`config.mk`:
```
export PLATFORM = sky130hd
export DESIGN_NAME = pipe_hazard_ctrl
export DESIGN_NICKNAME = d
export VERILOG_FILES = /design/src/rtl/pipe_hazard_ctrl.sv
export SDC_FILE = /design/constraint.sdc
export NUM_CORES = 1
export LEC_CHECK = 0
export CAP_MARGIN = 10
export CORE_MARGIN = 8
export CORE_UTILIZATION = 53
export CTS_BUF_LIST = sky130_fd_sc_hd__clkbuf_8
export CTS_CLUSTER_SIZE = 30
export DETAILED_ROUTE_END_ITERATION = 10
export GPL_TIMING_DRIVEN = 0
export PLACE_DENSITY = 0.88
export SYNTH_ARGS = -nofsm -noshare
export SYNTH_HDL_FRONTEND = slang
export SYNTH_SLANG_ARGS = --single-unit
```
`constraint.sdc`:
```
create_clock -name clk -period 5.1 [get_ports clk]
set_input_delay 1.02 -clock clk [delete_from_list [all_inputs] [get_ports clk]]
set_output_delay 1.02 -clock clk [all_outputs]
set_load 0.02 [all_outputs]
```
`src/rtl/pipe_hazard_ctrl.sv`:
```
// Pipeline hazard controller: data-memory stalls with timeout, taken-branch
// flushes and load-use interlock, plus a saturating stalled-cycle counter.
module pipe_hazard_ctrl #(
   parameter int unsigned TIMEOUT = 15
) (
   input  logic        clk,
   input  logic        rst,
   input  logic        IDEX_MemR,
   input  logic [4:0]  IDEX_Rt,
   input  logic [4:0]  IFID_Rs,
   input  logic [4:0]  IFID_Rt,
   input  logic        branch_taken,
   input  logic        EXMEM_MemR,
   input  logic        EXMEM_MemWr,
   input  logic        dmem_ack,
   output logic        dmem_req,
   output logic        PCWr,
   output logic        IFIDWr,
   output logic        IDEXWr,
   output logic        EXMEMWr,
   output logic        IFIDflush,
   output logic        IDEXflush,
   output logic        rstEXMEM,
   output logic        err,
   output logic [15:0] stall_cnt
);

   typedef enum logic [1:0] {RUN, MEMWAIT, ERR} state_t;

   // Stall position of the final allowed no-ack cycle. The RUN cycle that
   // first sees the unacknowledged request is position 0, the first MEMWAIT
   // cycle is position 1, so TIMEOUT counts every stalled cycle.
   localparam logic [8:0] LAST = 9'(TIMEOUT - 1);

   state_t     state, nxt;
   logic [7:0] wait_cnt;
   logic       mem_op, load_use;
   logic [8:0] wait_pos;

   assign mem_op   = EXMEM_MemR | EXMEM_MemWr;
   assign load_use = IDEX_MemR && (IDEX_Rt != 5'd0) &&
                     ((IDEX_Rt == IFID_Rs) || (IDEX_Rt == IFID_Rt));
   // wait_cnt holds MEMWAIT cycles already spent, so this cycle is one more
   assign wait_pos = {1'b0, wait_cnt} + 9'd1;

   // Next-state and Mealy outputs; all outputs forced low while in reset
   always_comb begin
      nxt       = state;
      dmem_req  = 1'b0;
      PCWr      = 1'b0;
      IFIDWr    = 1'b0;
      IDEXWr    = 1'b0;
      EXMEMWr   = 1'b0;
      IFIDflush = 1'b0;
      IDEXflush = 1'b0;
      rstEXMEM  = 1'b0;
      case (state)
         RUN: begin
            if (mem_op && !dmem_ack) begin
               // memory stall wins over branch and load-use
               dmem_req = 1'b1;
               if (LAST == 9'd0) begin
                  nxt      = ERR;
                  rstEXMEM = 1'b1;
               end else begin
                  nxt = MEMWAIT;
               end
            end else begin
               dmem_req = mem_op;
               PCWr     = 1'b1;
               IFIDWr   = 1'b1;
               IDEXWr   = 1'b1;
               EXMEMWr  = 1'b1;
               if (branch_taken) begin
                  // the branch kills the dependent instruction anyway
                  IFIDflush = 1'b1;
                  IDEXflush = 1'b1;
               end else if (load_use) begin
                  PCWr      = 1'b0;
                  IFIDWr    = 1'b0;
                  IDEXflush = 1'b1;
               end
            end
         end
         MEMWAIT: begin
            dmem_req = 1'b1;
            if (dmem_ack) begin
               // release; branch/load-use are re-presented next cycle
               nxt     = RUN;
               PCWr    = 1'b1;
               IFIDWr  = 1'b1;
               IDEXWr  = 1'b1;
               EXMEMWr = 1'b1;
            end else if (wait_pos == LAST) begin
               nxt      = ERR;
               rstEXMEM = 1'b1;
            end
         end
         default: nxt = ERR;
      endcase
      if (!rst) begin
         nxt       = RUN;
         dmem_req  = 1'b0;
         PCWr      = 1'b0;
         IFIDWr    = 1'b0;
         IDEXWr    = 1'b0;
         EXMEMWr   = 1'b0;
         IFIDflush = 1'b0;
         IDEXflush = 1'b0;
         rstEXMEM  = 1'b0;
      end
   end

   // State register, timeout counter and sticky error flag
   always_ff @(posedge clk or negedge rst) begin
      if (!rst) begin
         state    <= RUN;
         wait_cnt <= 8'd0;
         err      <= 1'b0;
      end else begin
         state <= nxt;
         if (state == RUN && nxt == MEMWAIT)
            wait_cnt <= 8'd0;
         else if (state == MEMWAIT && nxt == MEMWAIT)
            wait_cnt <= wait_cnt + 8'd1;
         if (nxt == ERR)
            err <= 1'b1;
      end
   end

   // Saturating count of cycles where the PC is held, excluding ERR
   always_ff @(posedge clk or negedge rst) begin
      if (!rst)
         stall_cnt <= 16'd0;
      else if (state != ERR && !PCWr && stall_cnt != 16'hFFFF)
         stall_cnt <= stall_cnt + 16'd1;
   end

endmodule

```
==> metrics.csv <==
metric,value,unit
synth_top_area_share,41.8,%
p_per_area,296,nW/um2
antenna_found_initial,0,
skew,0.00149,ns
synth_seq_cells,27,
area_growth,33.6,%
crit_buf_inv,3,
min_path_type,reg2reg,
setup_viol_count_final,0,
grt_pass1_vias,1502,
via_per_inst,5.83,
async_flop_share,100,%
gp_congestion,0.913,
first_pass_iters,4,
core_area,2980,um2
synthTopCellsByCount,"27 x dfrtp_1, 15 x nor2_1, 14 x xnor2_1",
route.vias.total,1433,
p_leak,0.000892,uW
die_area,5080,um2
syn_inst,163,
synth_area_leaders,"dfrtp_1 42%, xnor2_1 7.6%, xor2_1 6.0%",
drcViolationCount,0,
hp-start,err$_DFFE_PN0N_,
hold_buffers,0,
dp_hpwl,3.44,mm
numCtsBuffers,3,
htreeDepth,1,
grt_pass1_wl,7.27,mm
seq_area_frac_synth,41.8,%
worstMarginPinSlew,0.671,ns
finalHoldViolations,0,
crit_path_start_kind,input port,
crit_fanout,3,
critical_path.top_delay_family,buffers and inverters,
die_h,71.3,um
wl_per_cell,17.6,um
synth-adder-area-share,2.32,%
synth_edf_count,0,
whs_path_depth,1,
clock_path_buffers,2,
crit_type,in2out,
synth_compound_area_share,13.5,%
yosysTopAreaCell,dfrtp_1,
rsz0062_at_grt,no,
ff2ff_path_depth,8,
insertion_delay,0.27,ns
ys_warn_count,0,
postCtsSetupBuffers,0,
die_w,71.3,um
drt-initial-drc-count,90,
grt_overflow_total,0,
reg2reg_from,stall_cnt[0]$_DFFE_PN0P_,
finalWirelength,4.32,mm
cts-resized-gates,0,
worstSetupEndpointType,output pin,
r2r_slack,2.87,ns
syn_nets,188,
dp_worst_setup_slack,0.114,ns
outcome,finished clean,
cpPeakStageDelay,0.60,ns
synth.area.mux_share,0.696,%
slowest_stage,clkdlybuf4s50_1,
layout_setup_ws,0.694,ns
synth_flop_cell,dfrtp_1,
slew_headroom,55.3,%
nets,239,
path_cells,clkdlybuf4s50_1 -> or4_1 -> o21ai_0 -> a311o_1 -> o21a_1 -> buf_4 -> clkdlybuf4s50_1,
min_period,4.41,ns
drv_cap,0,
ys_types,41,
rows,20,
synth_top_family_by_area,simple AND/OR/NAND/NOR gates,
fin_crit_sh,86.4,%
finalMaxSlewViolations,0,
ios,47,
hold_end,err$_DFFE_PN0N_,
root_buffer,clkbuf_8,
worstPathRequired,4.08,ns
final_layout_size_suffix_gt1_share,11.3,%
synth_xor_area_share,13.5,%
clock-sinks,27,
synth_most_common_cell,dfrtp_1,
r2r-end,stall_cnt[6]$_DFFE_PN0P_,
path_common_cell,clkdlybuf4s50_1,
tns,0,ns
critPathArrivalTime,3.39,ns
clk_pin_slew,0.09,ns
ant_nets,0,
yosys.area_share.simple,24.7,%
n_antenna_cell,0,
synth.cell_area,1620,um2
fmax,0.227,GHz
max-vdd-ir-drop,238,uV
grt_use_total,17.4,%
cts_tree,built,
avgSynthCellArea,9.93,um2
port_buffers,46,
start_util,54.3,%
grt_max_degree,31,
==> registers in the layout, summed over array words and instances, names as in the netlist <==
name,flops
wait_cnt,8
err,1
state,2
stall_cnt,16
==> stage by stage <==
stage | utilization, % | cell area (um2) | total power (uW) | instances | hold slack (ns)
final | 72.6 | 2160 | 639 | 246 | 0.473
after global routing | 72.6 | 2160 | 679 | 246 | 0.490
after CTS | 72.7 | 2170 | 646 | 246 | 0.477
after detailed placement | 71.2 | 2120 | 524 | 242 | 0.454
after global placement | 71.2 | 2120 | 514 | 242 | 0.452
after floorplan | - | 1620 | 411 | 163 | 0.452
==> power by group <==
group / total, uW / internal [uW] / switching (uW)
logic: 220 / 116 / 104
clock network: 122 / 54.8 / 66.8
registers: 298 / 248 / 49.3
total: 639 / 419 / 220
==> cell usage in the layout, fill, tap and decap left out, drive strengths merged, types with 2 or more instances in the layout <==
cell,netlist,layout
clkdlybuf4s50,0,45
dfrtp,27,27
nor2,15,15
xnor2,14,14
nand3,12,12
o21ai,11,11
xor2,11,11
nor3,7,7
and3,7,7
nand2,7,7
nand4,7,7
inv,5,5
buf,4,5
a21oi,3,3
ha,3,3
clkbuf,0,3
o31ai,3,3
and4,3,3
nand2b,2,2
o211ai,2,2
o21a,2,2
nor2b,2,2
a311o,2,2
==> per-layer routing <==
| layer | vias to the layer above | part of all wire, % | GRT usage [%] |
|---|---|---|---|
| li1 | 684 | - | - |
| met1 | 714 | 40 | 19.3 |
| met2 | 33 | 56 | 33.0 |
| met3 | 2 | 3.3 | 3.77 |
| met4 | 0 | 0.28 | 3.46 |
| met5 | - | 0 | 0 |
==> kinds of logic after synthesis <==
| group | count (synthesis) |
|---|---|
| AOI/OAI and AO/OA | 29 |
| xor gates and xnor gates | 25 |
| adders and majority gates | 3 |
| buffers and inverters | 9 |
| DFF | 27 |
| muxes | 1 |
| and+or+nand+nor | 69 |
==> layout make-up <==
class,count,area (um2)
Multi-Input combinational cell,127,886
Fill cell,221,817
Sequential cell,27,676
Timing Repair Buffer,46,455
Clock buffer,3,41.3
Tap cell,33,41.3
Buffer,4,37.5
Inverter,5,18.8
Clock inverter,1,5.00
==> how the worst max path moves through the flow <==
stage,start,endpoint,cells after the start
finish,IDEX_Rt[1],PCWr,7
global route,IDEX_Rt[1],PCWr,7
CTS,rst,PCWr,6
detailed placement,rst,PCWr,6
global placement,rst,PCWr,6
floorplan,IDEX_Rt[1],PCWr,5
(Power assumes the default switching activity.)
